==> src/rtl/hop_sel_kernel.sv <==
// hop_sel_kernel: basic and AFH-adapted hop selection kernel.
// Runs once per slot. start_p captures the hopping control word. The kernel then
// walks ADD -> PERM -> SUM -> CHECK. In basic mode, or when the basic channel is
// marked used in the AFH map, it goes straight to DONE. Otherwise it reduces the
// AFH sum mod N in MODN, one subtraction per cycle, and then scans the used-channel
// map in register-bank order in SCAN. Each run ends with a one-cycle chan_vld_p pulse.
module hop_sel_kernel #(
  parameter int NCH    = 79,
  parameter int MAXSUB = 13
) (
  input  logic           clk_6M,
  input  logic           rstz,
  input  logic           start_p,
  input  logic [4:0]     X,
  input  logic           Y1,
  input  logic [5:0]     Y2,
  input  logic [4:0]     A,
  input  logic [3:0]     B,
  input  logic [4:0]     C,
  input  logic [8:0]     D,
  input  logic [6:0]     E,
  input  logic [6:0]     F,
  input  logic [6:0]     Fprime,
  input  logic           regi_AFH_mode,
  input  logic [6:0]     regi_AFH_N,
  input  logic [NCH-1:0] regi_AFH_map,
  output logic [6:0]     chan_idx,
  output logic           chan_vld_p,
  output logic           busy,
  output logic           map_err
);

  typedef enum logic [2:0] {
    S_IDLE, S_ADD, S_PERM, S_SUM, S_CHECK, S_MODN, S_SCAN, S_DONE
  } state_t;

  state_t state_reg, state_next;

  // Captured control word
  logic [4:0] x_reg, a_reg, c_reg;
  logic       y1_reg, afh_mode_reg;
  logic [5:0] y2_reg;
  logic [3:0] b_reg;
  logic [8:0] d_reg;
  logic [6:0] e_reg, f_reg, fp_reg, afh_n_reg;

  // Pipeline and iteration state
  logic [4:0] z_reg, zp_reg;
  logic [6:0] ch_basic_reg;
  logic [8:0] sn_reg, sn_next;
  logic [3:0] sub_cnt_reg, sub_cnt_next;
  logic [6:0] idx_reg, idx_next;
  logic [6:0] scan_k_reg, scan_k_next;
  logic [6:0] scan_cnt_reg, scan_cnt_next;
  logic [6:0] res_ch_reg, res_ch_next;
  logic       map_err_reg, map_err_next;
  logic [6:0] chan_idx_reg;
  logic       chan_vld_reg;

  // Register bank order: even channels first, then odd channels
  function automatic logic [6:0] bank_ch(input logic [6:0] k);
    logic [6:0] hi;
    hi = k - 7'd40;
    if (k < 7'd40) return {k[5:0], 1'b0};
    else           return {hi[5:0], 1'b1};
  endfunction

  // Conditional exchange of two bits of the 5-bit word (one butterfly)
  function automatic logic [4:0] bfly(input logic [4:0] v, input logic en,
                                      input logic [2:0] i, input logic [2:0] j);
    logic [4:0] t;
    t = v;
    if (en) begin
      t[i] = v[j];
      t[j] = v[i];
    end
    return t;
  endfunction

  // Seven butterfly stages, applied from P13 down to P0
  function automatic logic [4:0] permute(input logic [4:0] z, input logic [13:0] p);
    logic [4:0] t;
    t = z;
    t = bfly(t, p[13], 3'd1, 3'd2);  t = bfly(t, p[12], 3'd0, 3'd3);
    t = bfly(t, p[11], 3'd1, 3'd3);  t = bfly(t, p[10], 3'd2, 3'd4);
    t = bfly(t, p[9],  3'd0, 3'd3);  t = bfly(t, p[8],  3'd1, 3'd4);
    t = bfly(t, p[7],  3'd3, 3'd4);  t = bfly(t, p[6],  3'd0, 3'd2);
    t = bfly(t, p[5],  3'd1, 3'd3);  t = bfly(t, p[4],  3'd0, 3'd4);
    t = bfly(t, p[3],  3'd3, 3'd4);  t = bfly(t, p[2],  3'd1, 3'd2);
    t = bfly(t, p[1],  3'd2, 3'd3);  t = bfly(t, p[0],  3'd0, 3'd1);
    return t;
  endfunction

  // Combinational datapath pieces
  logic [4:0]  z_add;
  logic [4:0]  z_c;
  logic [13:0] perm_p;
  logic [8:0]  s_sum, sn_sum, m1, m2;
  logic [6:0]  k_c, ch_c;
  logic [8:0]  n_ext, sn_sub;
  logic        n_bad;
  logic [6:0]  scan_ch;
  logic        scan_used;

  assign z_add     = x_reg + a_reg;
  assign z_c       = {z_add[4], z_add[3:0] ^ b_reg};
  assign perm_p    = {c_reg ^ {5{y1_reg}}, d_reg};
  assign s_sum     = 9'(zp_reg) + 9'(e_reg) + 9'(f_reg)  + 9'(y2_reg);
  assign sn_sum    = 9'(zp_reg) + 9'(e_reg) + 9'(fp_reg) + 9'(y2_reg);
  // Sum is at most 268, so three conditional subtractions of 79 reach the residue
  assign m1        = (s_sum >= 9'd79) ? s_sum - 9'd79 : s_sum;
  assign m2        = (m1    >= 9'd79) ? m1    - 9'd79 : m1;
  assign k_c       = (m2    >= 9'd79) ? 7'(m2 - 9'd79) : 7'(m2);
  assign ch_c      = bank_ch(k_c);
  assign n_ext     = 9'(afh_n_reg);
  assign sn_sub    = sn_reg - n_ext;
  assign n_bad     = (afh_n_reg < 7'd20) || (afh_n_reg > 7'(NCH));
  assign scan_ch   = bank_ch(scan_k_reg);
  assign scan_used = regi_AFH_map[scan_ch];

  // State register
  always_ff @(posedge clk_6M or negedge rstz) begin
    if (!rstz) state_reg <= S_IDLE;
    else       state_reg <= state_next;
  end

  // Next-state logic plus the iterative mod-N and scan bookkeeping
  always_comb begin
    state_next    = state_reg;
    sn_next       = sn_reg;
    sub_cnt_next  = sub_cnt_reg;
    idx_next      = idx_reg;
    scan_k_next   = scan_k_reg;
    scan_cnt_next = scan_cnt_reg;
    res_ch_next   = res_ch_reg;
    map_err_next  = map_err_reg;
    case (state_reg)
      S_IDLE: begin
        if (start_p) begin
          state_next   = S_ADD;
          map_err_next = 1'b0;
        end
      end
      S_ADD:  state_next = S_PERM;
      S_PERM: state_next = S_SUM;
      S_SUM: begin
        state_next = S_CHECK;
        sn_next    = sn_sum;
      end
      S_CHECK: begin
        sub_cnt_next  = '0;
        scan_k_next   = '0;
        scan_cnt_next = '0;
        res_ch_next   = ch_basic_reg;
        if (!afh_mode_reg || regi_AFH_map[ch_basic_reg]) state_next = S_DONE;
        else                                              state_next = S_MODN;
      end
      S_MODN: begin
        // The post-subtract value is checked in the same cycle to save an iteration
        if (n_bad) begin
          map_err_next = 1'b1;
          state_next   = S_DONE;
        end else if (sn_reg < n_ext) begin
          idx_next   = sn_reg[6:0];
          state_next = S_SCAN;
        end else if (sn_sub < n_ext) begin
          idx_next   = sn_sub[6:0];
          state_next = S_SCAN;
        end else if (sub_cnt_reg == 4'(MAXSUB - 1)) begin
          map_err_next = 1'b1;
          state_next   = S_DONE;
        end else begin
          sn_next      = sn_sub;
          sub_cnt_next = sub_cnt_reg + 4'd1;
        end
      end
      S_SCAN: begin
        if (scan_used && (scan_cnt_reg == idx_reg)) begin
          res_ch_next = scan_ch;
          state_next  = S_DONE;
        end else begin
          if (scan_used) scan_cnt_next = scan_cnt_reg + 7'd1;
          if (scan_k_reg == 7'(NCH - 1)) begin
            map_err_next = 1'b1;
            state_next   = S_DONE;
          end else begin
            scan_k_next = scan_k_reg + 7'd1;
          end
        end
      end
      S_DONE:  state_next = S_IDLE;
      default: state_next = S_IDLE;
    endcase
  end

  // Control-word capture and the fixed ADD/PERM/SUM pipeline registers
  always_ff @(posedge clk_6M or negedge rstz) begin
    if (!rstz) begin
      x_reg <= '0; a_reg <= '0; c_reg <= '0; y1_reg <= 1'b0; y2_reg <= '0;
      b_reg <= '0; d_reg <= '0; e_reg <= '0; f_reg <= '0; fp_reg <= '0;
      afh_mode_reg <= 1'b0; afh_n_reg <= '0;
      z_reg <= '0; zp_reg <= '0; ch_basic_reg <= '0;
    end else begin
      if (state_reg == S_IDLE && start_p) begin
        x_reg <= X; a_reg <= A; c_reg <= C; y1_reg <= Y1; y2_reg <= Y2;
        b_reg <= B; d_reg <= D; e_reg <= E; f_reg <= F; fp_reg <= Fprime;
        afh_mode_reg <= regi_AFH_mode; afh_n_reg <= regi_AFH_N;
      end
      if (state_reg == S_ADD)  z_reg        <= z_c;
      if (state_reg == S_PERM) zp_reg       <= permute(z_reg, perm_p);
      if (state_reg == S_SUM)  ch_basic_reg <= ch_c;
    end
  end

  // Iteration state registers
  always_ff @(posedge clk_6M or negedge rstz) begin
    if (!rstz) begin
      sn_reg <= '0; sub_cnt_reg <= '0; idx_reg <= '0; scan_k_reg <= '0;
      scan_cnt_reg <= '0; res_ch_reg <= '0; map_err_reg <= 1'b0;
    end else begin
      sn_reg <= sn_next; sub_cnt_reg <= sub_cnt_next; idx_reg <= idx_next;
      scan_k_reg <= scan_k_next; scan_cnt_reg <= scan_cnt_next;
      res_ch_reg <= res_ch_next; map_err_reg <= map_err_next;
    end
  end

  // Result publication: chan_idx updates with the valid pulse and holds
  always_ff @(posedge clk_6M or negedge rstz) begin
    if (!rstz) begin
      chan_idx_reg <= '0;
      chan_vld_reg <= 1'b0;
    end else begin
      chan_vld_reg <= (state_reg == S_DONE);
      if (state_reg == S_DONE) chan_idx_reg <= res_ch_reg;
    end
  end

  assign chan_idx   = chan_idx_reg;
  assign chan_vld_p = chan_vld_reg;
  assign busy       = (state_reg != S_IDLE);
  assign map_err    = map_err_reg;

endmodule
==> config.mk <==
export PLATFORM = sky130hd
export DESIGN_NAME = hop_sel_kernel
export DESIGN_NICKNAME = d
export VERILOG_FILES = /design/src/rtl/hop_sel_kernel.sv
export SDC_FILE = /design/constraint.sdc
export NUM_CORES = 1
export LEC_CHECK = 0
export CAP_MARGIN = 20
export CORE_MARGIN = 1.5
export CORE_UTILIZATION = 65
export DETAILED_ROUTE_END_ITERATION = 8
export DONT_BUFFER_PORTS = 1
export PLACE_DENSITY = 0.82
export RECOVER_POWER = 25
export SYNTH_ARGS = -nofsm -noshare
export SYNTH_HDL_FRONTEND = slang
export SYNTH_SLANG_ARGS = --single-unit
==> constraint.sdc <==
create_clock -name clk_6M -period 8.5 [get_ports clk_6M]
set_input_delay 0.85 -clock clk_6M [delete_from_list [all_inputs] [get_ports clk_6M]]
set_output_delay 0.85 -clock clk_6M [all_outputs]
set_load 0.05 [all_outputs]
After elaboration in Yosys (flattened, before gate mapping)

Index checks and enable logic that the tools add are counted.

Flip-flop bits (word level): 134

$add $sub $neg: 15
Magnitude comparators: 11
Equality and inequality tests: 25
Mux-type cells: 72
Bitwise logic cells: 3
Reductions and logical operators: 20

Operator list:

| kind                  | count |
|---|---|
| $mux W7               | 10 |
| $mux W9               | 6 |
| $pmux W7 S2           | 3 |
| $mux W1               | 28 |
| $ge A9 B7 Y1 const B  | 3 |
| $pmux W3 S8           | 1 |
| $mux W3               | 7 |
| $ne A2 B2 Y1 const B  | 10 |
| $add A9 B6 Y9         | 2 |
| $lt A9 B7 Y1          | 2 |
| $pmux W9 S2           | 1 |
| $sub A9 B7 Y9 const B | 2 |
| $lt A7 B8 Y1 const B  | 2 |
| $mux W2               | 8 |
| $mux W4               | 4 |
| $add A7 B1 Y7 const B | 2 |
| $bmux W1 S7           | 2 |
| $lt A7 B6 Y1 const B  | 2 |
| $eq A3 B3 Y1 const B  | 4 |
| $ne A3 B3 Y1 const B  | 4 |
| $reduce_and A3 Y1     | 4 |
| $sub A6 B6 Y6 const B | 2 |
| $reduce_and A5 Y1     | 2 |
| $add A8 B7 Y9         | 1 |
| other kinds (27)      | 34 |

Depth between registers and ports, before layout

Gate-level depths: netlist of run 1.

Word-level depth: 11
Depth in mapped cells: 38
Mapped depth without buffers: 36

Least setup slack after synthesis of run 1

OpenSTA, ideal clock, no wires.

Path type: reg-to-reg
Start point: reg e_reg[0]
End point: reg ch_basic_reg[4]
Arrival: 6,802 ps
Setup slack: 1,567 ps
Stages on the path, launching flop included: 37
Buffers on the path: 2
Period minus slack after synthesis: 6,933 ps
Cells stage by stage: dfrtp_1 > ha_1 > inv_1 > fa_1 > inv_1 > a21oi_1 > o21bai_1 > xor2_1 > fa_1 > ha_1 > a21oi_1 > nor2b_1 > o31ai_1 > o211ai_2 > and2_1 > buf_2 > xnor2_1 > inv_1 > ha_1 > nand3_1 > o22a_1 > buf_4 > o21ai_1 > nor2_1 > mux2_2 > ha_1 > nand2_1 > nor3_1 > nor2_1 > xnor2_1 > ha_1 > a221o_1 > nand4b_1 > o22ai_1 > nor4_2 > xnor2_1 > o21ai_1

Word-level cells in the longest chain between the ends: 11
Elaborated cells between the ends (all ways): 15

RTL lines:

| what                                          | RTL line | RTL |
|---|---|---|
| start, declared                               | 45       | `logic [6:0] e_reg, f_reg, fp_reg, afh_n_reg;` |
| start signal, assigned                        | 200      | `b_reg <= '0; d_reg <= '0; e_reg <= '0; f_reg <= '0; fp_reg <= '0;` |
| start signal, assigned                        | 206      | `b_reg <= B; d_reg <= D; e_reg <= E; f_reg <= F; fp_reg <= Fprime;` |
| $add A5 B7 Y8 *                               | 108      | `assign s_sum = 9'(zp_reg) + 9'(e_reg) + 9'(f_reg) + 9'(y2_reg);` |
| $add A9 B7 Y9 *                               | 108      |  |
| $add A9 B6 Y9 *                               | 108      |  |
| $sub A9 B7 Y9 or $ge A9 B7 Y1 (tied branches) | 111      | `assign m1 = (s_sum >= 9'd79) ? s_sum - 9'd79 : s_sum;` |
| $mux W9 *                                     | 111      |  |
| $sub A9 B7 Y9 or $ge A9 B7 Y1 (tied branches) | 112      | `assign m2 = (m1 >= 9'd79) ? m1 - 9'd79 : m1;` |
| $mux W9 *                                     | 112      |  |
| $ge A9 B7 Y1 or $sub A7 B7 Y7 (tied branches) | 113      | `assign k_c = (m2 >= 9'd79) ? 7'(m2 - 9'd79) : 7'(m2);` |
| $mux W7 *                                     | 113      |  |
| $sub A6 B6 Y6 or $lt A7 B6 Y1 (tied branches) | 63, 64   |  |
| $mux W7 *                                     | 64       | `if (k < 7'd40) return {k[5:0], 1'b0};` |
| end signal, assigned                          | 211      | `if (state_reg == S_SUM) ch_basic_reg <= ch_c;` |
| end, declared                                 | 49       | `logic [6:0] ch_basic_reg;` |

Every way passes the cells marked *; elsewhere a longest branch is shown, timed or not.
A chain may end at the register's enable or synchronous reset.

Final worst setup path of run 1

Start point: reg zp_reg[0]
End point: reg ch_basic_reg[4]

Word-level cells in the longest chain between the ends: 11
Elaborated cells between the ends (all ways): 15

RTL lines:

| what                                          | RTL line | RTL |
|---|---|---|
| start, declared                               | 48       | `logic [4:0] z_reg, zp_reg;` |
| start signal, assigned                        | 210      | `if (state_reg == S_PERM) zp_reg <= permute(z_reg, perm_p);` |
| $add A5 B7 Y8 *                               | 108      |  |
| $add A9 B7 Y9 *                               | 108      |  |
| $add A9 B6 Y9 *                               | 108      |  |
| $sub A9 B7 Y9 or $ge A9 B7 Y1 (tied branches) | 111      |  |
| $mux W9 *                                     | 111      |  |
| $sub A9 B7 Y9 or $ge A9 B7 Y1 (tied branches) | 112      |  |
| $mux W9 *                                     | 112      |  |
| $ge A9 B7 Y1 or $sub A7 B7 Y7 (tied branches) | 113      |  |
| $mux W7 *                                     | 113      |  |
| $sub A6 B6 Y6 or $lt A7 B6 Y1 (tied branches) | 63, 64   |  |
| $mux W7 *                                     | 64       |  |

Marks and branches as above.

==> results of run 1 <==
## critical path: cells and delay by family, from the launching register on
family          cells  cell delay (ns)
compound gates     10             2.19
xor+xnor            4             0.74
fa+ha+maj           7             2.20
buf+inv             3             0.24
flops               1             0.38
mux                 1             0.39
simple gates        9             1.46
## placed cells by master, fill, tap and decap left out, drive strengths merged, types with 17 or more instances in the layout
master	Yosys	layout
mux2	75	75
ha	50	50
o21ai	72	72
nor2	90	90
mux4	43	43
inv	54	63
dfrtp	134	134
nand3	24	24
xor2	25	25
nand2	98	98
fa	17	17
xnor2	33	33
a21oi	62	62
clkbuf	39	18
mux2i	20	20
## cell type report
| class | count | area (um2) |
|---|---|---|
| clock buffer | 17 | 425 |
| clock inverter | 15 | 136 |
| antenna | 1 | 2.50 |
| inverter | 54 | 203 |
| sequential | 134 | 3350 |
| timing repair buffer | 7 | 52.6 |
| fill | 1196 | 4680 |
| multi-input combinational | 821 | 6650 |
| tap | 216 | 270 |
## per-layer routing
layer  vias to the layer above  part of all wire, %  global-route usage, %
li1                       3828                    -                      -
met1                      4055                   41                   37.7
met2                       296                   50                   50.2
met3                        62                  6.3                   7.68
met4                         2                  2.3                   10.7
met5                         -                0.049                      0
## final timing paths
kind | startpoint | to | slack (ns)
setup reg to reg | zp_reg[0] | ch_basic_reg[4] | 0.76
max in group asynchronous | rstz | f_reg[6] | 8.22
hold / removal | rstz | scan_cnt_reg[5] | 0.11
setup / recovery | zp_reg[0] | ch_basic_reg[4] | 0.76
min in group clk_6M | res_ch_reg[5] | res_ch_reg[5] | 0.51
hold reg to reg | res_ch_reg[5] | res_ch_reg[5] | 0.51
## metrics by stage
stage / setup WS (ns) / util (%) / hold WS, ns / area, um2
after floorplan: 1.57 / - / 0.471 / 10400
after global placement: 0.960 / 66.7 / 0.489 / 10500
after detailed placement: 0.711 / 66.7 / 0.494 / 10500
after CTS: 0.656 / 70.3 / 0.101 / 11100
after global routing: 0.0935 / 70.3 / 0.0992 / 11100
final: 0.755 / 70.3 / 0.114 / 11100
## logic make-up (layout without fill, tap and decap cells)
family,after synthesis,after routing,synth area share (%)
muxes,138,138,19.3
and+or+nand+nor,296,296,13.2
adders and majority gates,67,67,9.28
xor gates and xnor gates,58,58,4.88
buffers and inverters,105,93,3.98
DFF,134,134,32.2
AOI/OAI and AO/OA,262,262,17.1
other,0,1,0
## repair_timing
item	in CTS	in global routing
resized for setup	0	1
setup buffers	0	0
setup endpoints to repair	0	3
==> results.ini, run 1 <==
[clocking]
cts_tree=done
clkLatencyLatePin_ns=0.43
htreeDepth=4
clk_pin_slew_ns=0.06
cts_root_buf=clkbuf_16
cts_buffers=17
clock_sinks=134
postCtsHoldBufs=0
clockBufferDepth=2

[logic_synthesis]
yosys_register_bits=134
syn_area_um2=10400
synth_cells=1060
synth_area_leaders=dfrtp_1, mux4_2, mux2_2, ha_1, nand2_1
yosys.area.top_type_share_pct=32.2
synthFlopType=dfrtp_1
avgSynthCellArea_um2=9.82
synth_commonest_cells=dfrtp_1, nand2_1, nor2_1
syn-num-nets=1273
synth-seq-area-share_pct=32.2
synth_cell_types=85
yosysWarnings=0
async_flop_share_pct=100
synth-edff-count=0
synth_most_common_cell=dfrtp_1
synth_top_area_cell=dfrtp_1

[grt]
overflow=0
antenna_found_initial=2
grt_pass1_vias=8131
grt_pass1_wl_um=39200
grt_max_degree=135
grt_usage_pct=29.9

[detailed_routing]
num_vias=8243
via_per_inst=6.52
dr.pass1.iters=5
route.detailed.wl_per_inst_um=19.5
routed_wl_um=24700
drt_iter0_drc=663
drc_errors=0
antenna_left=0

[layout]
drive_gt1_share_pct=18.1
area_growth_syn_to_layout_pct=6.58
fin_cells=1265
fin_nets=1248

[critical_path]
worstPathArrival_ns=8.04
cp_max_fo=10
criticalPathCategory=reg2reg
r2r_cells=34
worst_ep_required_time_ns=8.80
cp-end-kind=flop
start_kind=flop
crit_slowest_cell=fa_1
cp_slowest_stage_delay_ns=0.47
cp_common_cell=ha_1

[timing]
fin_crit_ns=7.74
post-route-period-util_pct=91.1
fmax_mhz=129
fin_setup_tns_ns=0
slew_viol_final=0
setup_viol=0
rsz0062_at_grt=false
tightestPinTransition_ns=1.08
clock_skew_ns=0.0106
relSlewSlack_pct=28.3
finalHoldViolations=0

[floorplan]
ios=156
dieArea_um2=16800
die_w_um=130
num_rows=46
initial_core_util_pct=66.0
coreArea_um2=15800
dieHeight_um=130

[placed_design]
routabilityCongestion=0.945
port_buffers=0
dp_hpwl_um=18400
dp_cells=1231

[flow_run]
cap_viol_max_count=0

[min_path]
hold_path_class=in2async

[status]
status=complete, no violations

Power of run 1 is not shown: default switching activity piles up to over one toggle a cycle in this logic, so the estimate is an artifact.
==> inputs of run 2 (changes only) <==
Settings changed: CORE_ASPECT_RATIO set to 1.1, RECOVER_POWER 25 to not set.
==> results.ini, run 2 (synthesized netlist as in run 1, its figures left out) <==
[timing]
tightestPinTransition_ns=0.993  ; -0.0836 ns
finalHoldViolations=0  ; unchanged
clock_skew_ns=0.0121  ; +0.00151 ns
slew_viol_final=0  ; unchanged
holdWs_ns=0.117  ; +0.00313 ns
fin_crit_ns=7.83  ; +0.0873 ns
setup_viol=0  ; unchanged
relSlewSlack_pct=33.6  ; +5.3 points
post-route-period-util_pct=92.1  ; +1.0 points
rsz0062_at_grt=false
fin_setup_tns_ns=0  ; unchanged
fmax_mhz=128  ; -1.1%

[clocking]
cts_root_buf=clkbuf_16
postCtsHoldBufs=0  ; unchanged
cts_buffers=17  ; unchanged
clk_pin_slew_ns=0.07  ; about the same
htreeDepth=4  ; unchanged
cts_resized=0  ; unchanged
clock_sinks=134  ; unchanged
post_cts_buffers=0  ; unchanged
clockBufferDepth=2  ; unchanged
clkLatencyLatePin_ns=0.43  ; about the same
cts_tree=done

[detailed_routing]
drc_errors=0  ; unchanged
drt_iter0_drc=675  ; +1.8%
num_vias=8256  ; +0.16%
routed_wl_um=24700  ; +0.21%
antenna_left=0  ; unchanged
dr.pass1.iters=5  ; unchanged
via_per_inst=6.62  ; +1.6%
route.detailed.wl_per_inst_um=19.8  ; +1.7%

[critical_path]
crit_slowest_cell=fa_1
ff2ff_setup_slack_ns=0.67  ; -0.09 ns
cp-end-kind=flop
cp_slowest_stage_delay_ns=0.47  ; about the same
r2r-start=e_reg[0]
criticalPathCategory=reg2reg
worstPathArrival_ns=8.14  ; +0.10 ns
start_kind=flop
cp_max_fo=10  ; unchanged
worst_ep_required_time_ns=8.81  ; about the same
setup.worst_path.end=ch_basic_reg[0]
r2r_cells=34  ; unchanged
rr_endpoint=ch_basic_reg[0]
crit_path_start=e_reg[0]
cp_common_cell=ha_1

[floorplan]
coreArea_um2=15700  ; -0.60%
die_w_um=124  ; -4.5%
initial_core_util_pct=66.4  ; +0.40 points
dieArea_um2=16800  ; about the same
num_rows=48  ; +4.3%
dieHeight_um=136  ; +4.8%
ios=156  ; unchanged

[layout]
final_common_cell=dfrtp_1
area_growth_syn_to_layout_pct=6.76
n_antenna_cell=0  ; -1
drive_gt1_share_pct=18.1  ; about the same
layout_common_cells=dfrtp_1, nand2_1, nor2_1, mux2_2, o21ai_0
fin_nets=1247  ; -0.080%

[grt]
overflow=0  ; unchanged
antenna_found_initial=0  ; -2
grt_usage_pct=30.8  ; +0.88 points
grt_max_degree=135  ; unchanged
grt_pass1_wl_um=40400  ; +3.2%
grt_pass1_vias=8327  ; +2.4%

[flow_run]
cap_viol_max_count=0  ; unchanged

[placed_design]
port_buffers=0  ; unchanged
dp_hpwl_um=18200  ; -1.1%
routabilityCongestion=0.944  ; -0.14%

[status]
status=complete, no violations

[min_path]
hold_path_class=in2async

-- run 2: cell type report --
class	instances	area, um2
Clock buffer	17	425
Fill cell	1128	4560
Timing Repair Buffer	6	45.0
Sequential cell	134	3350
Tap cell	200	250
Multi-Input combinational cell	821	6650
Inverter	54	203
Clock inverter	15	180
-- run 2: through the flow --
stage | utilization (%) | setup WS, ns | cells | instance area, um2
floorplan | - | 1.57 | 1060 | 10400
global placement | 66.9 | 0.983 | 1213 | 10500
detailed placement | 66.9 | 0.716 | 1213 | 10500
CTS | 70.7 | 0.539 | 1245 | 11100
global route | 70.9 | 0.134 | 1247 | 11100
finish | 70.9 | 0.668 | 1247 | 11100
-- run 2: how the worst min path moves through the flow --
stage                        startpoint            end  slack [ns]  depth (start not counted)
after global placement    res_ch_reg[0]  res_ch_reg[0]        0.49                          1
after global routing               rstz   afh_n_reg[2]        0.10                          0
after CTS                          rstz       b_reg[0]        0.10                          0
after floorplan               sn_reg[2]      sn_reg[2]        0.47                          2
after detailed placement  res_ch_reg[0]  res_ch_reg[0]        0.50                          1
final                              rstz   afh_n_reg[5]        0.12                          0
-- run 2: critical path, delay by kind of cell, from the launching register on --
| family | cells | cell delay (ns) |
|---|---|---|
| DFF | 1 | 0.35 |
| AOI/OAI and AO/OA | 10 | 2.01 |
| and+or+nand+nor | 10 | 1.82 |
| xor gates and xnor gates | 3 | 0.65 |
| buffers and inverters | 3 | 0.26 |
| muxes | 1 | 0.38 |
| adders and majority gates | 7 | 2.20 |
-- run 2: per-layer routing --
layer	share of wire (%)	vias to the layer above	routed length [um]	GRT usage, %
li1	-	3836	-	-
met1	40	4025	10000	39.5
met4	2.9	0	710	11.5
met5	0	-	0	0
met2	51	333	12500	51.4
met3	6.1	62	1520	6.23
Power of run 2 is left out for the same reason.
==> inputs of run 3 (changes only) <==
Settings changed: CORE_UTILIZATION 65 to 59, PLACE_DENSITY 0.82 to 0.79.
Clock period 8.5 ns to 6.8 ns, I/O delays scaled along.
==> results.ini, run 3 (synthesized netlist as in run 1, its figures left out) <==
[critical_path]
cp_max_fo=5  ; -5
worstPathArrival_ns=7.05  ; -1.09 ns
crit_slowest_cell=fa_2
cp_slowest_stage_delay_ns=0.53  ; +0.06 ns
start_kind=flop
cp-end-kind=flop
criticalPathCategory=reg2reg
worst_ep_required_time_ns=7.10  ; -1.71 ns

[timing]
fin_crit_ns=6.76  ; -1.07 ns
post-route-period-util_pct=99.4  ; +7.3 points
rsz0062_at_grt=true
setup_slack_ns=0.0414  ; -0.627 ns
tightestPinTransition_ns=1.06  ; +0.0673 ns
holdWs_ns=0.248  ; +0.131 ns
clock_skew_ns=0.00845  ; -0.00362 ns
slew_viol_final=0  ; unchanged
fmax_mhz=148  ; +16%
finalHoldViolations=0  ; unchanged
relSlewSlack_pct=29.1  ; -4.5 points
setup_viol=0  ; unchanged

[clocking]
cts_tree=done
htreeDepth=4  ; unchanged
clkLatencyLatePin_ns=0.42  ; about the same
cts_root_buf=clkbuf_16
cts_buffers=17  ; unchanged
clock_sinks=134  ; unchanged
clockBufferDepth=2  ; unchanged
clk_pin_slew_ns=0.06  ; about the same

[layout]
layout_common_cells=dfrtp_1, nand2_1, nor2_1, mux2_2, o21ai_0
area_growth_syn_to_layout_pct=13.0
fin_cells=1323  ; +6.1%
final_common_cell=dfrtp_1
stdcell_area_um2=11800  ; +5.9%
fin_nets=1288  ; +3.3%
drive_gt1_share_pct=24.4  ; +6.3 points

[grt]
grt_pass1_wl_um=40600  ; +0.32%
grt_usage_pct=27.6  ; -3.1 points
grt_pass1_vias=8344  ; +0.20%
overflow=0  ; unchanged
grt_max_degree=135  ; unchanged
antenna_found_initial=0  ; unchanged

[detailed_routing]
drt_iter0_drc=605  ; -10%
drc_errors=0  ; unchanged
num_vias=8417  ; +2.0%
antenna_left=0  ; unchanged
via_per_inst=6.36  ; -3.9%
routed_wl_um=25000  ; +1.1%
route.detailed.wl_per_inst_um=18.9  ; -4.7%
dr.pass1.iters=6  ; +1

[floorplan]
num_rows=50  ; +4.2%
initial_core_util_pct=60.7  ; -5.7 points
ios=156  ; unchanged
dieHeight_um=142  ; +4.9%
die_w_um=130  ; +4.8%
dieArea_um2=18400  ; +9.9%
coreArea_um2=17100  ; +9.4%

[placed_design]
dp_cells=1277  ; +5.3%
routabilityCongestion=0.883  ; -6.5%
port_buffers=0  ; unchanged
dp_hpwl_um=18200  ; +0.33%
place_area_um2=10800  ; +2.9%
dp_slack_ns=-0.174  ; -0.889 ns

[status]
status=complete, no violations

[min_path]
hold_path_class=in2async

[flow_run]
cap_viol_max_count=0  ; unchanged

==> run 3: final cells by class <==
type                    count  area, um2
flip-flops and latches    134       3350
clock buffers              20        437
repair buffers             47        393
fillers                  1282       5380
well taps                 234        293
inverters                  54        203
clock inverters            12        203
diodes                      1       2.50
multi-input cells         821       6880
==> run 3: routing by layer <==
layer | vias to the layer above | global-route usage [%] | part of all wire (%)
li1 | 3918 | - | -
met1 | 4174 | 36.1 | 42
met2 | 271 | 46.6 | 50
met3 | 54 | 4.89 | 5.4
met4 | 0 | 9.30 | 2.4
met5 | - | 0 | 0
==> run 3: repair_timing <==
| action | CTS | global route |
|---|---|---|
| setup endpoints to repair | 3 | 4 |
| pin swaps | 4 | 28 |
| setup buffers | 1 | 10 |
| endpoints found under the hold margin | 134 | 0 |
| gates resized for setup | 14 | 31 |
| hold buffers | 1 | 0 |
| gates cloned | 0 | 0 |
==> run 3: critical path, delay by kind of cell, from the launching register on <==
kind / cells / cell delay, ns
flops: 1 / 0.36
xor+xnor: 2 / 0.33
simple gates: 8 / 1.21
fa+ha+maj: 7 / 2.20
buf+inv: 3 / 0.24
compound gates: 11 / 2.30
==> run 3: per-stage QoR <==
stage               TNS (ns)  utilization [%]
floorplan                  0                -
global placement           0             62.9
detailed placement    -0.491             62.9
CTS                        0             67.2
global route          -0.839             68.6
finish                     0             68.6
==> run 3: path summary, 6_finish.rpt <==
kind,startpoint,to,slack (ns),cells after the start
setup / recovery,e_reg[0],ch_basic_reg[4],0.04,31
hold / removal,rstz,afh_n_reg[5],0.25,1
setup reg to reg,e_reg[0],ch_basic_reg[4],0.04,31
hold reg to reg,res_ch_reg[0],chan_idx[0],0.50,1
max in group asynchronous,rstz,e_reg[6],6.10,1
min in group clk_6M,regi_AFH_N[5],afh_n_reg[5],0.38,2
Power of run 3 is left out for the same reason.
